<file path="src/rtl/cpu_pkg.sv">
// Shared constants and types for the RV32I pipeline: widths, ecall-exit code,
// halt FSM states and the EX control-bundle layout.
package cpu_pkg;

  localparam int unsigned XLEN            = 32;
  localparam int unsigned CTRL_W          = 16;
  localparam int unsigned DRAIN_CYCLES    = 3;
  localparam logic [31:0] ECALL_EXIT_CODE = 32'd10;
  localparam logic [4:0]  REG_X17         = 5'd17;

  typedef enum logic [1:0] {
    RUN    = 2'd0,
    DRAIN  = 2'd1,
    HALTED = 2'd2
  } halt_state_e;

  // Field view of the CTRL_W-bit bundle; ID/EX itself treats it as opaque.
  typedef struct packed {
    logic [3:0] alu_op;
    logic       alu_src;
    logic       mem_read;
    logic       mem_write;
    logic       reg_write;
    logic       mem_to_reg;
    logic       branch;
    logic       jump;
    logic [4:0] rsvd;
  } ctrl_fields_t;

endpackage

</file>
<file path="src/rtl/operand_forward.sv">
// Per-operand bypass select: EX/MEM beats MEM/WB beats register file; x0 never forwards.
module operand_forward
  import cpu_pkg::*;
#(
  parameter int unsigned W = XLEN
) (
  input  logic [4:0]   rs,
  input  logic [W-1:0] rf_data,
  input  logic [4:0]   exmem_rd,
  input  logic         exmem_reg_write,
  input  logic [W-1:0] exmem_result,
  input  logic [4:0]   memwb_rd,
  input  logic         memwb_reg_write,
  input  logic [W-1:0] memwb_result,
  output logic [W-1:0] operand
);

  always_comb begin
    operand = rf_data;
    if (exmem_reg_write && (exmem_rd != 5'd0) && (exmem_rd == rs)) begin
      operand = exmem_result;
    end else if (memwb_reg_write && (memwb_rd != 5'd0) && (memwb_rd == rs)) begin
      operand = memwb_result;
    end
  end

endmodule

</file>
<file path="src/rtl/id_ex_stage.sv">
// ID/EX pipeline register with operand bypass, ecall-exit detection and halt drain.
// Bypass network is built only when ID_EX_BYPASS_EN is defined.
module id_ex_stage
  import cpu_pkg::*;
#(
  parameter int unsigned XLEN         = cpu_pkg::XLEN,
  parameter int unsigned CTRL_W       = cpu_pkg::CTRL_W,
  parameter int unsigned DRAIN_CYCLES = cpu_pkg::DRAIN_CYCLES
) (
  input  logic              clk,
  input  logic              reset,
  input  logic              valid_in,
  input  logic [4:0]        rs1,
  input  logic [4:0]        rs2,
  input  logic [4:0]        rd,
  input  logic [XLEN-1:0]   rs1_dout,
  input  logic [XLEN-1:0]   rs2_dout,
  input  logic [XLEN-1:0]   imm,
  input  logic [CTRL_W-1:0] ctrl_in,
  input  logic              is_ecall,
  input  logic              stall,
  input  logic              flush,
  input  logic [4:0]        exmem_rd,
  input  logic              exmem_reg_write,
  input  logic [XLEN-1:0]   exmem_result,
  input  logic [4:0]        memwb_rd,
  input  logic              memwb_reg_write,
  input  logic [XLEN-1:0]   memwb_result,
  output logic              valid_out,
  output logic [XLEN-1:0]   op1_out,
  output logic [XLEN-1:0]   op2_out,
  output logic [XLEN-1:0]   imm_out,
  output logic [4:0]        rd_out,
  output logic [CTRL_W-1:0] ctrl_out,
  output logic              is_halted
);

  localparam int unsigned CntW = $clog2(DRAIN_CYCLES + 1);

  logic [XLEN-1:0] op1_fwd, op2_fwd;
  halt_state_e     state_q, state_d;
  logic [CntW-1:0] cnt_q, cnt_d;
  logic            accept, exit_hit;

`ifdef ID_EX_BYPASS_EN
  operand_forward #(.W(XLEN)) u_fwd_op1 (
    .rs              (rs1),
    .rf_data         (rs1_dout),
    .exmem_rd        (exmem_rd),
    .exmem_reg_write (exmem_reg_write),
    .exmem_result    (exmem_result),
    .memwb_rd        (memwb_rd),
    .memwb_reg_write (memwb_reg_write),
    .memwb_result    (memwb_result),
    .operand         (op1_fwd)
  );

  operand_forward #(.W(XLEN)) u_fwd_op2 (
    .rs              (rs2),
    .rf_data         (rs2_dout),
    .exmem_rd        (exmem_rd),
    .exmem_reg_write (exmem_reg_write),
    .exmem_result    (exmem_result),
    .memwb_rd        (memwb_rd),
    .memwb_reg_write (memwb_reg_write),
    .memwb_result    (memwb_result),
    .operand         (op2_fwd)
  );
`else
  // Hazard unit stalls on every RAW hazard, so the bypass inputs carry nothing we need.
  logic unused_bypass_ports;
  assign unused_bypass_ports = ^{exmem_rd, exmem_reg_write, exmem_result,
                                 memwb_rd, memwb_reg_write, memwb_result, rs1, rs2};
  assign op1_fwd = rs1_dout;
  assign op2_fwd = rs2_dout;
`endif

  assign accept   = valid_in && !stall && !flush && (state_q == RUN);
  assign exit_hit = accept && is_ecall && (op1_fwd == XLEN'(ECALL_EXIT_CODE));

  always_comb begin
    state_d = state_q;
    cnt_d   = cnt_q;
    case (state_q)
      RUN: begin
        if (exit_hit) begin
          state_d = DRAIN;
          cnt_d   = CntW'(DRAIN_CYCLES);
        end
      end
      DRAIN: begin
        // flush is irrelevant here: the ecall is already downstream of ID.
        if (!stall) begin
          if (cnt_q <= CntW'(1)) begin
            state_d = HALTED;
            cnt_d   = '0;
          end else begin
            cnt_d = cnt_q - CntW'(1);
          end
        end
      end
      HALTED:  state_d = HALTED;
      default: state_d = RUN;
    endcase
  end

  always_ff @(posedge clk) begin
    if (reset) begin
      state_q <= RUN;
      cnt_q   <= '0;
    end else begin
      state_q <= state_d;
      cnt_q   <= cnt_d;
    end
  end

  always_ff @(posedge clk) begin
    if (reset || flush || (!stall && (state_q != RUN))) begin
      valid_out <= 1'b0;
      op1_out   <= '0;
      op2_out   <= '0;
      imm_out   <= '0;
      rd_out    <= '0;
      ctrl_out  <= '0;
    end else if (!stall) begin
      valid_out <= valid_in;
      op1_out   <= op1_fwd;
      op2_out   <= op2_fwd;
      imm_out   <= imm;
      rd_out    <= rd;
      ctrl_out  <= ctrl_in;
    end
  end

  assign is_halted = (state_q == HALTED);

endmodule

</file>
<file path="config.mk">
export PLATFORM = sky130hd
export DESIGN_NAME = id_ex_stage
export DESIGN_NICKNAME = d
export VERILOG_FILES = /design/src/rtl/cpu_pkg.sv /design/src/rtl/operand_forward.sv /design/src/rtl/id_ex_stage.sv
export SDC_FILE = /design/constraint.sdc
export NUM_CORES = 1
export LEC_CHECK = 0
export BUFFER_PORTS_ARGS = -buffer_cell sky130_fd_sc_hd__buf_2
export CAP_MARGIN = 10
export CORE_AREA = 8 8 122 124
export CTS_CLUSTER_DIAMETER = 30
export DETAILED_ROUTE_END_ITERATION = 12
export DIE_AREA = 0 0 130 132
export PLACE_DENSITY = 0.71
export SLEW_MARGIN = 20
export SYNTH_ARGS = -nofsm -noshare
export SYNTH_HDL_FRONTEND = slang
export SYNTH_SLANG_ARGS = --single-unit
</file>
<file path="constraint.sdc">
create_clock -name clk -period 2.25 [get_ports clk]
set_input_delay 0.3375 -clock clk [delete_from_list [all_inputs] [get_ports clk]]
set_output_delay 0.3375 -clock clk [all_outputs]
set_load 0.05 [all_outputs]
</file>
==> out/metrics.yaml <==
synth-edff-count: 0
rows: 42
cp_max_fo: 5
setup_tns_ns: 0
comb_power_share_pct: 11.8
path_cells: "inv_1, ha_1, nor4b_1, nand4_1, buf_4, or4_1, a221oi_1"
worst_pin_slew_ns: 0.815
startpoint_type: "flop"
dieArea_um2: 17200
max_freq_mhz: 480
syn2layout_area_growth_pct: 44.6
maxSlewHeadroom_pct: 45.7
yosysMostFrequentCell: "dfxtp_1"
yosysTopAreaCell: "dfxtp_1"
clk_pin_slew_worst_paths_ns: 0.05
fin_area_um2: 6490
maxCapViolCount: 0
setup_violations: 0
reg2reg_depth: 7
synth_compound_area_share_pct: 1.45
grtUsageTotal_pct: 14.0
drv_slew: 0
vias: 3821
ant_nets: 0
drive_gt1_share_pct: 41.2
setup_ws_ns: 0.168
finClkSkew_ns: 0.00590
syn-cell-area_um2: 4480
synth_area_leaders: "dfxtp_1, mux2i_1, nor2_1"
switching_share_pct: 23.2
arrival_ns: 2.38
yosys.area_share.simple_pct: 13.7
drc: 0
min_path_cells: 3
ys_async_sr_fraction_pct: 0
intPower_mw: 4.47
rrSetupSlack_ns: 0.17
viasPerCell: 4.50
cts_tree: "done"
ios: 328
muxShareOfSynthArea_pct: 26.6
reg2reg_from: "state_q[0]"
cp-endpoint: "cnt_q[1]"
clock_tree.root_cell: "clkbuf_16"
chipWidth_um: 130
syn_avg_cell_area_um2: 10.5
wl_per_cell_um: 14.3
drtPass1Iterations: 4
numClockSinks: 122
crit_path_end_kind: "flop"
worstPathRequired_ns: 2.55
clock_path_buffers: 2
p_sw_mw: 1.35
place.gp.congestion: 0.809
syn_nets: 639
status: "finished clean"
fill_cells: 1198
p_leak_nw: 3.38
grt_max_degree: 119
routed_wl_um: 12200
fp.dieH_um: 132
ir_drop_mv: 0.544
cts_inserted_buffers: 17
rsz0062_at_grt: "no"
timing.rr.end: "cnt_q[1]"
power_density_nw_per_um2: 898
synth_xor_xnor_area_share_pct: 0
synth-seq-cells: 122
insertion_delay_ns: 0.40
htree_levels: 4
period_share_pct: 92.6
antenna_cells: 0
netlist.area_leader.share_pct: 54.5
cts_resized: 0
p_clk_share_pct: 49.3
pre_cts_ws_ns: 0.114
fin_util_pct: 50.0
whs_ns: 0.169
grt_pass1_vias: 4035
holdCritPathClass: "input pin to flop"
synth_warnings: 0
finalHoldViolCount: 0
worstSetupPathType: "flop to flop"
ys_types: 27
startpoint: "state_q[0]"
placed_area_um2: 5850
antenna_found_initial: 0
slowest_delay_ns: 0.40
min_period_ns: 2.08
grt_pass1_wl_um: 19200
synth_flop_cell: "dfxtp_1"
cp_slowest_cell: "or4_1"
drtIter0Drc: 77
numPortBuffers: 241
synth_fa_ha_area_share_pct: 1.12
pwr-share-seq_pct: 38.9
globalRouteOverflowTotal: 0
nNetsFinal: 876
yosysSeqAreaShare_pct: 54.5
synth_common_cells: "dfxtp_1, mux2i_1, nor2_1"
floorplan.initialDensity_pct: 34.5
synth_top_family_by_area: "multiplexers"
synthCells: 426
hpwl_um: 9260
core-area_um2: 13000
-- logic make-up after synthesis --
| group | Yosys count |
|---|---|
| flops | 122 |
| simple gates | 143 |
| fa+ha+maj | 4 |
| mux | 119 |
| buf+inv | 30 |
| compound gates | 8 |
-- per-stage QoR --
| step | instances | power [mW] |
|---|---|---|
| floorplan | 426 | 2.78 |
| global placement | 819 | 2.99 |
| detailed placement | 819 | 3.00 |
| CTS | 849 | 5.92 |
| global route | 850 | 6.06 |
| finish | 850 | 5.83 |
-- how the worst min path moves through the flow --
stage	startpoint	to	slack, ns
floorplan	reset	cnt_q[0]	0.41
global placement	op1_out[1]	op1_out[1]	0.46
detailed placement	op1_out[1]	op1_out[1]	0.46
CTS	rs2_dout[31]	op2_out[31]	0.15
global route	imm[0]	imm_out[0]	0.15
finish	ctrl_in[13]	ctrl_out[13]	0.17
-- final cells by class --
class | instances | area (um2) | share of cell area (%)
Multi-Input combinational cell | 274 | 1930 | 29.7
Clock inverter | 9 | 170 | 2.62
Timing Repair Buffer | 245 | 1250 | 19.3
Tap cell | 176 | 220 | 3.40
Clock buffer | 21 | 460 | 7.10
Inverter | 3 | 11.3 | 0.174
Sequential cell | 122 | 2440 | 37.7
-- cell usage in the layout (no fill, tap or decap), drive strengths merged --
cell type and n:
a21oi 2, a221oi 1, buf 245, bufinv 5, clkbuf 21, clkinv 4
dfxtp 122, ha 4, inv 3, mux2i 119, nand2 1, nand2b 6
nand4 2, nor2 118, nor2b 1, nor3 2, nor4 6, nor4b 3
o21a 1, o21ai 1, o31a 1, o32ai 1, o41ai 1, or2 1
or3 1, or4 2
-- state kept, by name, indices dropped and copies added, names as in the netlist --
signal,flops
imm_out,32
op1_out,32
op2_out,32
ctrl_out,16
rd_out,5
cnt_q,2
state_q,2
valid_out,1
-- critical path, delay by kind of cell (launching register included) --
family	cells	cell delay, ns
and+or+nand+nor	3	0.82
AOI/OAI and AO/OA	1	0.29
adders and majority gates	1	0.26
DFF	1	0.32
buffers and inverters	2	0.29
-- timing repair --
action / 4_1_cts / 5_1_grt
setup buffers: 0 / 1
setup endpoints to repair: 0 / 1
hold buffers: 0 / 0
-- per-layer routing --
| metal | vias to the layer above | GRT usage [%] | routed length [um] |
|---|---|---|---|
| li1 | 1910 | - | - |
| met1 | 1731 | 14.3 | 4710 |
| met2 | 163 | 23.7 | 5940 |
| met3 | 17 | 6.11 | 1320 |
| met4 | 0 | 6.91 | 211 |
| met5 | - | 0 | 0 |
-- power groups by stage --
stage / Sequential [mW] / Clock (mW) / Combinational, mW
floorplan: 2.55 / 0 / 0.228
detailed placement: 2.31 / 0 / 0.693
global placement: 2.31 / 0 / 0.681
finish: 2.27 / 2.87 / 0.688
CTS: 2.27 / 2.95 / 0.695
global route: 2.27 / 3.06 / 0.733
(Power assumes the default switching activity.)
